[src/rtl/spi_master_multi.sv]
// -----------------------------------------------------------------------------
// spi_master_multi
//
// Memory-mapped SPI master with up to eight active-low chip selects.
//
// Register map (address[15:8] must equal ID, offset = address[7:0]):
//   0x00 CONFIG  RW   [0] enable, [1] cpol, [2] cpha, [4:3] length
//                     (0/1/2/3 = 8/16/24/32 bits), [10:8] csSelect,
//                     [16 +: CLOCK_WIDTH] clockScale (half-period = scale+1)
//   0x04 STATUS  RW1C [0] busy (read-only), [1] rxValid, [2] overrun
//   0x08 DATA         write starts a transfer, read returns the last RX word
//
// Ports:
//   clk, rst                   single clock, asynchronous active-low reset
//   peripheralEnable/_we/_oe   bus select and strobes
//   peripheralBus_address      [15:8] device ID, [7:0] register offset
//   peripheralBus_byteSelect   per-lane write enables
//   peripheralBus_dataWrite    write data
//   peripheralBus_dataRead     combinational read data (0 when not read)
//   peripheralBus_busy         always 0, no wait states
//   requestOutput              high while this device drives read data
//   spi_en                     pad output enable (= CONFIG.enable)
//   spi_clk, spi_mosi, spi_miso, spi_cs   SPI pins
// -----------------------------------------------------------------------------
module spi_master_multi #(
    parameter logic [7:0] ID          = 8'h01,
    parameter int         CLOCK_WIDTH = 8,
    parameter int         CS_COUNT    = 4
) (
    input  logic                clk,
    input  logic                rst,
    input  logic                peripheralEnable,
    input  logic                peripheralBus_we,
    input  logic                peripheralBus_oe,
    output logic                peripheralBus_busy,
    input  logic [15:0]         peripheralBus_address,
    input  logic [3:0]          peripheralBus_byteSelect,
    input  logic [31:0]         peripheralBus_dataWrite,
    output logic [31:0]         peripheralBus_dataRead,
    output logic                requestOutput,
    output logic                spi_en,
    output logic                spi_clk,
    output logic                spi_mosi,
    input  logic                spi_miso,
    output logic [CS_COUNT-1:0] spi_cs
);

    localparam logic [31:0] SCALE_MASK  = 32'((33'd1 << CLOCK_WIDTH) - 33'd1);
    localparam logic [31:0] CONFIG_MASK = 32'h0000_071F | (SCALE_MASK << 16);

    typedef enum logic [1:0] {IDLE, SETUP, SHIFT, HOLD} state_t;

    state_t                 state_reg, state_next;
    logic [31:0]            config_reg, config_next;
    logic [31:0]            tx_word_reg, tx_merge;
    logic [31:0]            tx_sr_reg, rx_sr_reg, rx_word_reg;
    logic                   rx_valid_reg, overrun_reg;
    logic                   sclk_reg, mosi_reg, cpol_reg, cpha_reg;
    logic [2:0]             cs_sel_reg;
    logic [CLOCK_WIDTH-1:0] scale_reg;
    logic [CLOCK_WIDTH:0]   cnt_reg;
    logic [5:0]             half_reg, last_half_reg;

    logic        selected, wr, rd, cfg_wr, sts_wr, data_wr, data_rd;
    logic        busy, start, phase_done;
    logic        lead_edge, trail_edge, xfer_done, sample_edge, shift_edge;
    logic        read_hit;
    logic [31:0] read_data;
    logic [7:0]  offset;

    assign selected = peripheralEnable && (peripheralBus_address[15:8] == ID);
    assign offset   = peripheralBus_address[7:0];
    assign wr       = selected && peripheralBus_we;
    assign rd       = selected && peripheralBus_oe;
    assign cfg_wr   = wr && (offset == 8'h00);
    assign sts_wr   = wr && (offset == 8'h04);
    assign data_wr  = wr && (offset == 8'h08);

    // Byte-lane merge for CONFIG and for the TX holding word.
    genvar gi;
    generate
        for (gi = 0; gi < 4; gi++) begin : g_lane
            assign config_next[8*gi +: 8] =
                (cfg_wr && peripheralBus_byteSelect[gi]) ?
                (peripheralBus_dataWrite[8*gi +: 8] & CONFIG_MASK[8*gi +: 8]) :
                config_reg[8*gi +: 8];
            assign tx_merge[8*gi +: 8] = peripheralBus_byteSelect[gi] ?
                peripheralBus_dataWrite[8*gi +: 8] : tx_word_reg[8*gi +: 8];
        end
    endgenerate

    assign busy       = (state_reg != IDLE);
    assign start      = data_wr && !busy && config_reg[0];
    assign phase_done = (cnt_reg == {1'b0, scale_reg});

    // Next-state logic. Edge strobes mark the clk edge on which spi_clk
    // changes: leading edges enter even SHIFT half-periods, trailing edges
    // odd ones. Leaving the last (odd) half-period needs no edge because
    // spi_clk is already back at cpol.
    always_comb begin
        state_next = state_reg;
        lead_edge  = 1'b0;
        trail_edge = 1'b0;
        xfer_done  = 1'b0;
        case (state_reg)
            IDLE: begin
                if (start) state_next = SETUP;
            end
            SETUP: begin
                if (phase_done) begin
                    state_next = SHIFT;
                    lead_edge  = 1'b1;
                end
            end
            SHIFT: begin
                if (phase_done) begin
                    if (half_reg == last_half_reg) state_next = HOLD;
                    else if (half_reg[0])          lead_edge  = 1'b1;
                    else                           trail_edge = 1'b1;
                end
            end
            HOLD: begin
                if (phase_done) begin
                    state_next = IDLE;
                    xfer_done  = 1'b1;
                end
            end
            default: state_next = IDLE;
        endcase
        // Clearing enable mid-transfer abandons it without delivering data.
        if (busy && !config_next[0]) begin
            state_next = IDLE;
            lead_edge  = 1'b0;
            trail_edge = 1'b0;
            xfer_done  = 1'b0;
        end
    end

    assign sample_edge = cpha_reg ? trail_edge : lead_edge;
    assign shift_edge  = cpha_reg ? lead_edge  : trail_edge;

    // Combinational register read.
    always_comb begin
        read_hit  = 1'b0;
        read_data = '0;
        if (rd) begin
            case (offset)
                8'h00: begin read_hit = 1'b1; read_data = config_reg; end
                8'h04: begin
                    read_hit  = 1'b1;
                    read_data = {29'd0, overrun_reg, rx_valid_reg, busy};
                end
                8'h08: begin read_hit = 1'b1; read_data = rx_word_reg; end
                default: ;
            endcase
        end
    end

    assign data_rd                = read_hit && (offset == 8'h08);
    assign requestOutput          = read_hit && rst;
    assign peripheralBus_dataRead = (read_hit && rst) ? read_data : 32'd0;
    assign peripheralBus_busy     = 1'b0;

    always_ff @(posedge clk or negedge rst) begin
        if (!rst) begin
            state_reg     <= IDLE;
            config_reg    <= '0;
            tx_word_reg   <= '0;
            tx_sr_reg     <= '0;
            rx_sr_reg     <= '0;
            rx_word_reg   <= '0;
            rx_valid_reg  <= 1'b0;
            overrun_reg   <= 1'b0;
            sclk_reg      <= 1'b0;
            mosi_reg      <= 1'b0;
            cpol_reg      <= 1'b0;
            cpha_reg      <= 1'b0;
            cs_sel_reg    <= '0;
            scale_reg     <= '0;
            cnt_reg       <= '0;
            half_reg      <= '0;
            last_half_reg <= '0;
        end else begin
            state_reg  <= state_next;
            config_reg <= config_next;

            if (state_reg == IDLE || state_next != state_reg || phase_done)
                cnt_reg <= '0;
            else
                cnt_reg <= cnt_reg + 1'b1;

            if (state_reg != SHIFT)
                half_reg <= '0;
            else if (phase_done && state_next == SHIFT)
                half_reg <= half_reg + 6'd1;

            if (start) begin
                // Snapshot everything the transfer depends on so later
                // CONFIG writes cannot disturb it. TX is left-aligned so
                // bit 31 is always the next bit out.
                tx_word_reg   <= tx_merge;
                tx_sr_reg     <= tx_merge << {~config_reg[4:3], 3'b000};
                rx_sr_reg     <= '0;
                last_half_reg <= {config_reg[4:3], 4'hF};
                cs_sel_reg    <= config_reg[10:8];
                scale_reg     <= config_reg[16 +: CLOCK_WIDTH];
                cpol_reg      <= config_reg[1];
                cpha_reg      <= config_reg[2];
                sclk_reg      <= config_reg[1];
                if (!config_reg[2])
                    mosi_reg <= tx_merge[{config_reg[4:3], 3'b111}];
            end else begin
                if (lead_edge)  sclk_reg <= ~cpol_reg;
                if (trail_edge) sclk_reg <= cpol_reg;
                if (shift_edge) begin
                    tx_sr_reg <= {tx_sr_reg[30:0], 1'b0};
                    // cpha=0 already shows the MSB, so the next bit is [30].
                    mosi_reg  <= cpha_reg ? tx_sr_reg[31] : tx_sr_reg[30];
                end
                if (sample_edge) rx_sr_reg <= {rx_sr_reg[30:0], spi_miso};
            end

            if (xfer_done) rx_word_reg <= rx_sr_reg;

            // Completion outranks both clear sources so a word is never lost.
            if (xfer_done)
                rx_valid_reg <= 1'b1;
            else if ((sts_wr && peripheralBus_byteSelect[0] &&
                      peripheralBus_dataWrite[1]) || data_rd)
                rx_valid_reg <= 1'b0;

            if ((data_wr && busy) || (xfer_done && rx_valid_reg && !data_rd))
                overrun_reg <= 1'b1;
            else if (sts_wr && peripheralBus_byteSelect[0] &&
                     peripheralBus_dataWrite[2])
                overrun_reg <= 1'b0;
        end
    end

    assign spi_en   = config_reg[0];
    assign spi_clk  = (config_reg[0] && busy) ? sclk_reg : config_reg[1];
    assign spi_mosi = mosi_reg;

    generate
        for (gi = 0; gi < CS_COUNT; gi++) begin : g_cs
            assign spi_cs[gi] = !(config_reg[0] && busy && (cs_sel_reg == 3'(gi)));
        end
    endgenerate

endmodule

[config.mk]
export PLATFORM = sky130hd
export DESIGN_NAME = spi_master_multi
export DESIGN_NICKNAME = d
export VERILOG_FILES = /design/src/rtl/spi_master_multi.sv
export SDC_FILE = /design/constraint.sdc
export NUM_CORES = 1
export LEC_CHECK = 0
export ABC_CLOCK_PERIOD_IN_PS = 6300
export BUFFER_PORTS_ARGS = -buffer_cell sky130_fd_sc_hd__buf_2
export CAP_MARGIN = 20
export CORE_ASPECT_RATIO = 1.2
export CORE_MARGIN = 4
export CORE_UTILIZATION = 40
export DETAILED_ROUTE_END_ITERATION = 8
export PLACE_DENSITY = 0.65
export SLEW_MARGIN = 20
export SYNTH_ARGS = -nofsm -noshare
export SYNTH_HDL_FRONTEND = slang
export SYNTH_SLANG_ARGS = --single-unit
export TNS_END_PERCENT = 1
[constraint.sdc]
create_clock -name clk -period 6.3 [get_ports clk]
set_input_delay 0.945 -clock clk [delete_from_list [all_inputs] [get_ports clk]]
set_output_delay 0.945 -clock clk [all_outputs]
set_load 0.02 [all_outputs]
Yosys cells after proc, flatten, opt, wreduce, memory -nomap -nowiden
Cells that the tools add are included.
Storage, ports and cells
  input port bits: 58
  flip-flop bits (word level): 184
Cells by class
  magnitude comparators: 1
  equal/unequal tests: 15
  muxes and demuxes: 53
  reductions and logical operators: 49
  shifts and indexed selects: 1
  bitwise operators: 2
  add/subtract/negate cells: 2
Operators with widths (count)
  2-to-1 mux 32 bit: 6
  one-hot mux 32 bit (3 select lines): 1
  2-to-1 mux 8 bit: 4
  left shift 32 x 5 -> 32 bit: 1
  2-to-1 mux 1 bit: 30
  logical AND 1 bit: 26
  2-to-1 mux 2 bit: 6
  2-to-1 mux 6 bit: 2
  nonzero test 2 bit: 6
  adder 9 x 1 -> 9 bit, second input constant: 1
  equality test 9 x 8 -> 1 bit: 1
  2-to-1 mux 9 bit: 1
  equality test 8 x 1 -> 1 bit, second input constant: 1
  equality test 8 x 3 -> 1 bit, second input constant: 1
  equality test 8 x 4 -> 1 bit, second input constant: 1
  zero test 8 bit: 1
  one-hot mux 2 bit (4 select lines): 1
  zero test 1 bit: 7
  adder 6 x 1 -> 6 bit, second input constant: 1
  equality test 2 bit, second input constant: 3
  equality test 3 x 2 -> 1 bit, second input constant: 2
  equality test 6 bit: 1
  < comparator 5 x 6 -> 1 bit, second input constant: 1
  logical OR 1 bit: 4
  other kinds (13): 14

Longest topological paths before layout
Gate-level depths: netlist of the first run.
  depth after elaboration: 13
  gate-level depth with buffers: 10
  mapped depth without buffers: 9

Worst setup path after synthesis of the first run
OpenSTA, ideal clock, no wires.
  kind: input-to-output
  start point: input peripheralBus_address[1]
  end point: output peripheralBus_dataRead[13]
  buffers on the path: 3
  cell stages on the path: 7
  arrival: 2976 ps
  setup slack: 2379 ps
  cells stage by stage: or4_1 buf_2 or4_1 clkbuf_1 nor2_1 clkbuf_1 and2_1
Between the ends
  word-level cells in the longest chain between the ends: 6
  elaborated cells on any way between the ends: 10
  those cells by class: eq/ne: 2; mux: 5; reduce/logical: 3
Ends and longest elaborated chain
  start: declaration: RTL line 36  | input logic [15:0] peripheralBus_address,
  equality test 8 x 3 -> 1 bit (tied with other cells): RTL line 147  | case (offset)
  OR reduction 3 bit (no line)
  2-to-1 mux 1 bit: RTL line 147
  2-to-1 mux 1 bit: RTL line 146  | if (rd) begin
  logical AND 1 bit: RTL line 161  | assign peripheralBus_dataRead = (read_hit && rst) ? read_data : 32'd0;
  2-to-1 mux 32 bit *: RTL line 161
  end: declaration: RTL line 39  | output logic [31:0] peripheralBus_dataRead,
Mark *: on every way between the ends. The rest lies on a longest branch, timed or not.

Final worst setup path of the first run
  start point: input peripheralBus_address[1]
  end point: output peripheralBus_dataRead[7]
The elaborated chain is that of the path after synthesis.

==> results_dict.tcl, run 1 <==
set metrics [dict create \
    synthCells 840 \
    grtUsageTotal_pct 17.3 \
    layout_min_cycle_time_ns 4.60 \
    synth_top_cell_by_area "dfrtp_1" \
    synth_area_um2 8890 \
    syn_avg_cell_area_um2 10.6 \
    cp-start-kind "input pin" \
    cpMaxStageDelayCell "or4_1" \
    placed_cells 1169 \
    antenna_found_initial 2 \
    final_cells 1201 \
    switching_share_pct 26.4 \
    drt_iter0_markers 400 \
    fmax_mhz 217 \
    fp.dieArea_um2 24700 \
    seqPwrFrac_pct 48.8 \
    worstPathArrival_ns 3.65 \
    slew_headroom_pct 40.3 \
    setup_viol 0 \
    core_area_um2 21800 \
    utilization_pct 47.2 \
    grt_pass1_vias 6326 \
    netlist.area_leader.share_pct 50.9 \
    fin_nets 978 \
    max_stage_delay_ns 0.88 \
    rsz0062_at_grt "no" \
    leakage_uw 0.00541 \
    fillers 1951 \
    synth.distinct_cells 50 \
    finalHoldViolCount 0 \
    synth-seq-cells 181 \
    p_comb_share_pct 3.7 \
    synth_edf_count 0 \
    cts_buffer_depth 2 \
    r2r-start "cnt_reg[5]" \
    worstPathMaxFanout 18 \
    synth_most_common_cell "dfrtp_1" \
    dp_hpwl_um 14400 \
    tightest_slew_ns 0.896 \
    cp_cell_sequence "buf_2 -> or4_1 -> or4_1 -> nor2_1 -> and2_1 -> buf_2" \
    cts_tree "built" \
    intPower_uw 1750 \
    p_clk_share_pct 47.5 \
    p_sw_uw 627 \
    irDropWorstVdd_mv 0.190 \
    avgRoutedWirePerCell_um 17.1 \
    vias 6322 \
    max-cap-violations 0 \
    root_buffer "clkbuf_16" \
    cts_hold_buf 0 \
    powerDensity_nw_per_um2 231 \
    worstHoldPathType "register to register" \
    grt.overflow.total 0 \
    ys.warnings.count 0 \
    synth_common_cells "181 x dfrtp_1, 139 x mux2i_1, 94 x nand2_1" \
    crit_buf_inv 2 \
    finClkSkew_ns 0.0130 \
    tns_ns 0 \
    clk_latency_ns 0.44 \
    post-route-period-util_pct 73.0 \
    outcome "finished clean" \
    grt_pass1_wl_um 33700 \
    cp_top_family "simple AND/OR/NAND/NOR gates" \
    setup_slack_ns 1.70 \
    io_pins 99 \
    die_h_um 171 \
    post_route_cells_drive_above_1_share_pct 21.3 \
    crit_type "input pin to output port" \
    cts_buffers 17 \
    syn2layout_area_growth_pct 15.5 \
    ant_nets 0 \
    wirelength_um 20500 \
    pre_cts_ws_ns 1.61 \
    viasPerCell 5.26 \
    cts_resized 0 \
    ys_top_cells_by_area "dfrtp_1 51%, mux2i_1 16%, mux2_2 6.0%" \
    async_reset_ff_share_pct 100 \
    seq_area_frac_synth_pct 50.9 \
    rows 59 \
    grt_start_max_net_pins 131 \
    dr.pass1.iters 5 \
    clk_pin_slew_ns 0.08 \
    synth_fp_nets 904 \
    antennaDiodeCount 0 \
    synthFlopType "dfrtp_1" \
    numClockSinks 181 \
    critPathRequiredTime_ns 5.35 \
    drc 0 \
    post_cts_buffers 0 \
    startpoint "peripheralBus_address[1]" \
    finalPower_uw 2380 \
    initial_core_util_pct 40.8 \
    cts_max_level 4 \
    gp_congestion 0.840 \
    drv_slew 0 \
    die_w_um 144 \
    end_kind "output port" \
    portBuffers 97 \
    hp-start "cs_sel_reg[2]" \
]
worst register-to-register path, cell delays in order, from the launching register on:
cell	delay [ns]
dfrtp_1	0.45
xor2_1	0.17
nor4_1	0.45
nand3_1	0.34
nor3_4	0.50
nand2_2	0.58
mux2_2	0.52
area by class of cell:
| cell class | count | area [um^2] | share of cell area (%) |
|---|---|---|---|
| multi-input cells | 594 | 4120 | 40.1 |
| well taps | 274 | 343 | 3.34 |
| clock buffers | 17 | 425 | 4.14 |
| clock inverters | 15 | 225 | 2.19 |
| inverters | 13 | 48.8 | 0.475 |
| repair buffers | 107 | 579 | 5.64 |
| flip-flops and latches | 181 | 4530 | 44.1 |
through the flow:
| stage | hold slack [ns] | area, um^2 |
|---|---|---|
| 4_1_cts | 0.467 | 10300 |
| 5_1_grt | 0.491 | 10300 |
| 3_5_place_dp | 0.448 | 9620 |
| 2_1_floorplan | 0.430 | 8890 |
| 3_3_place_gp | 0.443 | 9620 |
| 6_report | 0.464 | 10300 |
routing by layer:
layer / wire, um / global-route usage [%] / vias to the layer above
met3: 576 / 3.50 / 35
met4: 559 / 6.14 / 4
li1: - / - / 3088
met1: 9190 / 23.3 / 3091
met2: 10200 / 28.0 / 104
met5: 30 / 0 / -
power by group through the flow:
stage | Combinational [uW] | Sequential (uW) | Clock, uW
floorplan | 31.4 | 1180 | 0
global placement | 88.4 | 1180 | 0
detailed placement | 89.1 | 1180 | 0
CTS | 89.5 | 1160 | 1150
global route | 96.4 | 1160 | 1200
finish | 86.9 | 1160 | 1130
cell families (layout without fill, tap and decap cells):
logic type                 after synthesis  count (layout)  synth area share (%)
buffers and inverters                   65             152                  2.93
and+or+nand+nor                        259             259                  13.4
adders and majority gates                6               6                 0.844
muxes                                  186             186                  21.6
DFF                                    181             181                  50.9
other                                    1               1                0.0422
AOI/OAI and AO/OA                      124             124                  8.50
xor gates and xnor gates                18              18                  1.77
layout by cell type (no fill, tap or decap), drive strengths merged, types with 6 or more instances in the layout:
master / instances
a211oi: 8
inv: 21
clkinv: 7
o22ai: 7
and2: 16
buf: 107
mux2: 47
nor2: 88
ha: 6
clkbuf: 17
mux2i: 139
o21ai: 59
dfrtp: 181
nand3: 23
a22oi: 14
a21oi: 22
nand2: 95
xor2: 13
worst paths after layout:
check                           slack (ns)                   endpoint  depth (start not counted)
worst min-delay path                  0.46              cs_sel_reg[2]                          2
worst max register to register        3.19             rx_word_reg[5]                          6
worst min register to register        0.46              cs_sel_reg[2]                          2
min in group asynchronous             0.47               tx_sr_reg[8]                          1
worst max-delay path                  1.70  peripheralBus_dataRead[7]                          6
max in group asynchronous             4.78              config_reg[2]                          2
Note: power is estimated with default switching activity, not from simulation.
==> run 2, diff against run 1 <==
--- a/config.mk
+++ b/config.mk
@@ -5,14 +5,14 @@
 export SDC_FILE = /design/constraint.sdc
 export NUM_CORES = 1
 export LEC_CHECK = 0
-export ABC_CLOCK_PERIOD_IN_PS = 6300
+export ABC_CLOCK_PERIOD_IN_PS = 4000
 export BUFFER_PORTS_ARGS = -buffer_cell sky130_fd_sc_hd__buf_2
 export CAP_MARGIN = 20
 export CORE_ASPECT_RATIO = 1.2
 export CORE_MARGIN = 4
 export CORE_UTILIZATION = 40
 export DETAILED_ROUTE_END_ITERATION = 8
-export PLACE_DENSITY = 0.65
+export PLACE_DENSITY = 0.67
 export SLEW_MARGIN = 20
 export SYNTH_ARGS = -nofsm -noshare
 export SYNTH_HDL_FRONTEND = slang
==> constraint.sdc (replaced) <==
create_clock -name clk -period 4 [get_ports clk]
set_input_delay 0.6 -clock clk [delete_from_list [all_inputs] [get_ports clk]]
set_output_delay 0.6 -clock clk [all_outputs]
set_load 0.02 [all_outputs]
==> results_dict.tcl, run 2 (synthesis gave the netlist of run 1 again) <==
set metrics [dict create \
    outcome "finished clean" \
    wirelength_um 20200 \
    ant_nets 0 \
    cts_max_level 4 \
    cts_buffers 17 \
    finalHoldWorstSlack_ns 0.0945 \
    numClockSinks 181 \
    drt_iter0_markers 380 \
    antenna_found_initial 0 \
    initial_core_util_pct 40.8 \
    fmax_mhz 311 \
    grt_pass1_vias 6286 \
    layout_min_cycle_time_ns 3.21 \
    cts_resized 0 \
    clk_latency_ns 0.44 \
    finalHoldViolCount 0 \
    grt_pass1_wl_um 33300 \
    drv_slew 0 \
    crit_type "input pin to output port" \
    irDropWorstVdd_mv 0.251 \
    core_area_um2 21800 \
    pre_cts_ws_ns 0.667 \
    final_cell_mix "181 x dfrtp_1, 139 x mux2i_1, 96 x buf_2, 94 x nand2_1, 88 x nor2_1" \
    antennaDiodeCount 0 \
    met3_usage_pct 3.28 \
    tns_ns 0 \
    io_pins 99 \
    vias 6347 \
    critPathRequiredTime_ns 3.40 \
    rows 59 \
    final_common_cell "dfrtp_1" \
    regArea_um2 4530 \
    grt-busiest-layer "met2" \
    multi_input_area_um2 4120 \
    worstHoldPathType "input pin to async pin" \
    grt_use_met1_pct 23.2 \
    fp.dieArea_um2 24700 \
    rsz0062_at_grt "no" \
    worstPathMaxFanout 16 \
    utilization_pct 47.1 \
    finClkSkew_ns 0.0141 \
    grtUsageTotal_pct 17.1 \
    slew_headroom_pct 31.8 \
    setup_slack_ns 0.787 \
    post_route_cells_drive_above_1_share_pct 21.8 \
    syn2layout_area_growth_pct 15.4 \
    dp_hpwl_um 14500 \
    tightest_slew_ns 1.02 \
    post_cts_buffers 0 \
    met2_usage_pct 27.5 \
    max-cap-violations 0 \
    die_h_um 171 \
    portBuffers 97 \
    fillers 1957 \
    cts_buffer_depth 2 \
    drc 0 \
    end_kind "output port" \
    grt_start_max_net_pins 72 \
    root_buffer "clkbuf_16" \
    gp_congestion 0.858 \
    cp-start-kind "input pin" \
    leakage_uw 0.00541 \
    powerDensity_nw_per_um2 354 \
    worstPathArrival_ns 2.61 \
    viasPerCell 5.25 \
    die_w_um 144 \
    setup_viol 0 \
    clk_pin_slew_ns 0.07 \
    avgRoutedWirePerCell_um 16.8 \
    dr.pass1.iters 5 \
    post-route-period-util_pct 80.3 \
    cts_hold_buf 0 \
    fin_nets 985 \
    grt.overflow.total 0 \
    cts_tree "built" \
]
[run 2: changes by cell type in the layout (fill, tap and decap cells not counted)]
cell	before	now
buf_4	9	17
inv_12	4	0
clkinv_4	0	3
inv_6	1	3
buf_12	1	0
clkinv_8	6	5
inv_16	1	0
inv_8	3	4
[run 2: final cells by class]
| cell class | count | area share (%) |
|---|---|---|
| clock buffer | 17 | 4.14 |
| clock inverter | 15 | 1.74 |
| inverter | 13 | 0.475 |
| multi-input combinational | 594 | 40.1 |
| sequential | 181 | 44.1 |
| tap | 274 | 3.34 |
| timing repair buffer | 114 | 6.03 |
[run 2: metal layers]
layer	vias up	routed length [um]
met3	26	780
met5	-	0
met4	0	475
met1	3099	9140
li1	3090	-
met2	132	9850
[run 2: worst paths after layout]
kind	startpoint	to	slack, ns	cells after the start
worst max-delay path	peripheralBus_address[1]	peripheralBus_dataRead[12]	0.79	7
worst min-delay path	rst	tx_word_reg[7]	0.09	1
worst max register to register	state_reg[0]	tx_sr_reg[13]	0.96	10
worst min register to register	cs_sel_reg[2]	cs_sel_reg[2]	0.47	2
max in group asynchronous	rst	cnt_reg[7]	2.68	2
min in group clk	peripheralBus_dataWrite[22]	config_reg[22]	0.42	2
[run 2: report_power, final]
part	total (uW)	internal, uW	switching [uW]
combinational	136	42.4	93.5
sequential	1830	1830	0.0225
clock	1670	847	820
total	3630	2720	913
[run 2: stage by stage]
stage               power [uW]  instance area [um^2]  std cells
finish                    3630                 10300       1208
detailed placement        2000                  9660       1176
global route              3770                 10300       1208
floorplan                 1910                  8890        840
global placement          2000                  9660       1176
CTS                       3670                 10300       1208
[run 2: worst max-delay path: stages]
cell and delay (ns):
buf_2 0.09, or4_1 0.70, or4_1 0.59, nor2_1 0.11, buf_4 0.21, and2_1 0.14, buf_2 0.15
==> run 3, diff against run 2 <==
--- a/config.mk
+++ b/config.mk
@@ -5,14 +5,15 @@
 export SDC_FILE = /design/constraint.sdc
 export NUM_CORES = 1
 export LEC_CHECK = 0
-export ABC_CLOCK_PERIOD_IN_PS = 4000
+export ABC_AREA = 1
+export ABC_CLOCK_PERIOD_IN_PS = 3100
 export BUFFER_PORTS_ARGS = -buffer_cell sky130_fd_sc_hd__buf_2
 export CAP_MARGIN = 20
 export CORE_ASPECT_RATIO = 1.2
 export CORE_MARGIN = 4
 export CORE_UTILIZATION = 40
 export DETAILED_ROUTE_END_ITERATION = 8
-export PLACE_DENSITY = 0.67
+export PLACE_DENSITY = 0.65
 export SLEW_MARGIN = 20
 export SYNTH_ARGS = -nofsm -noshare
 export SYNTH_HDL_FRONTEND = slang
==> constraint.sdc (replaced) <==
create_clock -name clk -period 3.1 [get_ports clk]
set_input_delay 0.465 -clock clk [delete_from_list [all_inputs] [get_ports clk]]
set_output_delay 0.465 -clock clk [all_outputs]
set_load 0.02 [all_outputs]
==> results_dict.tcl, run 3 <==
set metrics [dict create \
    crit_type "input pin to output port" \
    powerDensity_nw_per_um2 457 \
    synth_common_cells "601 x nand2_1, 181 x dfrtp_1, 118 x o21ai_0" \
    irDropWorstVdd_mv 0.308 \
    grt_start_max_net_pins 182 \
    finalHoldViolCount 0 \
    vias 8464 \
    synth_most_common_cell "nand2_1" \
    cp-start-kind "input pin" \
    synth_edf_count 0 \
    seq_area_frac_synth_pct 47.2 \
    grt.overflow.total 0 \
    worstPathArrival_ns 2.17 \
    dp_hpwl_um 17500 \
    critPathRequiredTime_ns 2.63 \
    tightest_slew_ns 1.07 \
    stdcell_area_um2 10900 \
    drv_slew 0 \
    tns_ns 0 \
    post_cts_buffers 0 \
    finClkSkew_ns 0.0130 \
    layout_min_cycle_time_ns 2.64 \
    cts_max_level 4 \
    pre_cts_ws_ns 0.336 \
    io_pins 99 \
    syn_avg_cell_area_um2 7.51 \
    core_area_um2 23400 \
    portBuffers 97 \
    place_area_um2 10300 \
    fmax_mhz 379 \
    synth.distinct_cells 43 \
    post-route-period-util_pct 85.0 \
    slew_headroom_pct 29.0 \
    gp_congestion 0.887 \
    cts_buffer_depth 2 \
    die_w_um 149 \
    outcome "finished clean" \
    worstHoldPathType "input pin to async pin" \
    netlist.area_leader.share_pct 47.2 \
    die_h_um 178 \
    synthCells 1277 \
    end_kind "output port" \
    clk_pin_slew_ns 0.08 \
    worstPathMaxFanout 18 \
    antenna_found_initial 1 \
    rsz0062_at_grt "no" \
    cts_buffers 17 \
    wirelength_um 25300 \
    synth_fp_nets 1341 \
    ys_top_cells_by_area "dfrtp_1 47%, nand2_1 24%, o21ai_0 6.2%" \
    final_cell_mix "601 x nand2_1, 181 x dfrtp_1, 118 x o21ai_0, 96 x buf_2, 60 x inv_1" \
    ant_nets 0 \
    drc 0 \
    synth-seq-cells 181 \
    setup_slack_ns 0.464 \
    synth_top_cell_by_area "dfrtp_1" \
    numClockSinks 181 \
    fp.dieArea_um2 26500 \
    async_reset_ff_share_pct 100 \
    root_buffer "clkbuf_16" \
    grtUsageTotal_pct 19.8 \
    post_route_cells_drive_above_1_share_pct 14.5 \
    grt_pass1_wl_um 42200 \
    viasPerCell 5.05 \
    drt_iter0_markers 641 \
    ys.warnings.count 0 \
    synthFlopType "dfrtp_1" \
    avgRoutedWirePerCell_um 15.1 \
    synth_area_um2 9590 \
    rows 61 \
    final_common_cell "nand2_1" \
    syn2layout_area_growth_pct 13.9 \
    utilization_pct 46.8 \
    cts_resized 0 \
    grt_pass1_vias 8296 \
    max-cap-violations 0 \
    initial_core_util_pct 41.1 \
    dr.pass1.iters 5 \
    setup_viol 0 \
    antennaDiodeCount 0 \
    cts_hold_buf 0 \
    clk_latency_ns 0.43 \
    leakage_uw 0.00580 \
    cts_tree "built" \
    fin_nets 1412 \
]
run 3: cell types whose count changed in the layout (fill, tap and decap cells not counted), sizes merged, moves of 23 or more:
cell,change
o21ai,+62
mux2,-38
mux2i,-122
nand3b,+36
nor2,-23
inv,+54
nand2,+512
run 3: final cells by class:
class                   count  area, um^2
well taps                 315         394
clock inverters            14         163
multi-input cells         963        4490
repair buffers            117         654
clock buffers              18         439
flip-flops and latches    181        4530
fillers                  2347       12400
inverters                  68         255
run 3: routing by layer:
layer  routed length [um]  global-route usage (%)  vias to the layer above
met5                    8                       0                        -
met2                12200                    32.7                      222
met1                11500                    26.8                     4032
li1                     -                       -                     4181
met3                 1270                    4.01                       27
met4                  379                    5.15                        2
run 3: through the flow:
stage | hold slack (ns) | power, uW | instances
floorplan | 0.169 | 2660 | 1277
global placement | 0.455 | 2830 | 1644
detailed placement | 0.460 | 2830 | 1644
CTS | 0.274 | 5040 | 1676
global route | 0.274 | 5210 | 1676
finish | 0.150 | 4990 | 1676
run 3: worst max-delay path, cell delays in order:
cell,delay [ns]
buf_2,0.10
nor2_2,0.13
nand2_1,0.14
nor2_8,0.26
inv_2,0.10
a31oi_2,0.22
nand2_2,0.25
a31oi_1,0.30
buf_2,0.21
run 3: where the power goes:
group	internal, uW	switching (uW)
logic	110	278
clock network	1170	1040
registers	2370	21.7
run 3: cell families (layout without fill, tap and decap cells):
| kind of cell | count (synthesis) | count (layout) | synth area share [%] |
|---|---|---|---|
| flip-flops | 181 | 181 | 47.2 |
| other | 1 | 1 | 0.0391 |
| adder cells (fa/ha/maj) | 6 | 6 | 0.783 |
| buffers and inverters | 133 | 217 | 6.03 |
| multiplexers | 26 | 26 | 2.83 |
| AO/OA/AOI/OAI | 157 | 157 | 8.56 |
| AND/OR/NAND/NOR | 763 | 763 | 33.6 |
| XOR/XNOR | 10 | 10 | 0.913 |
run 3: path summary, 6_finish.rpt:
path,startpoint,endpoint,slack [ns],cells after the start
worst max-delay path,peripheralBus_address[1],peripheralBus_dataRead[2],0.46,9
worst min-delay path,rst,rx_word_reg[5],0.15,2
worst max register to register,state_reg[1],tx_sr_reg[30],0.57,9
worst min register to register,tx_word_reg[22],tx_word_reg[22],0.48,2
max in group asynchronous,rst,tx_word_reg[7],2.09,2
min in group clk,peripheralBus_dataWrite[22],config_reg[22],0.29,2
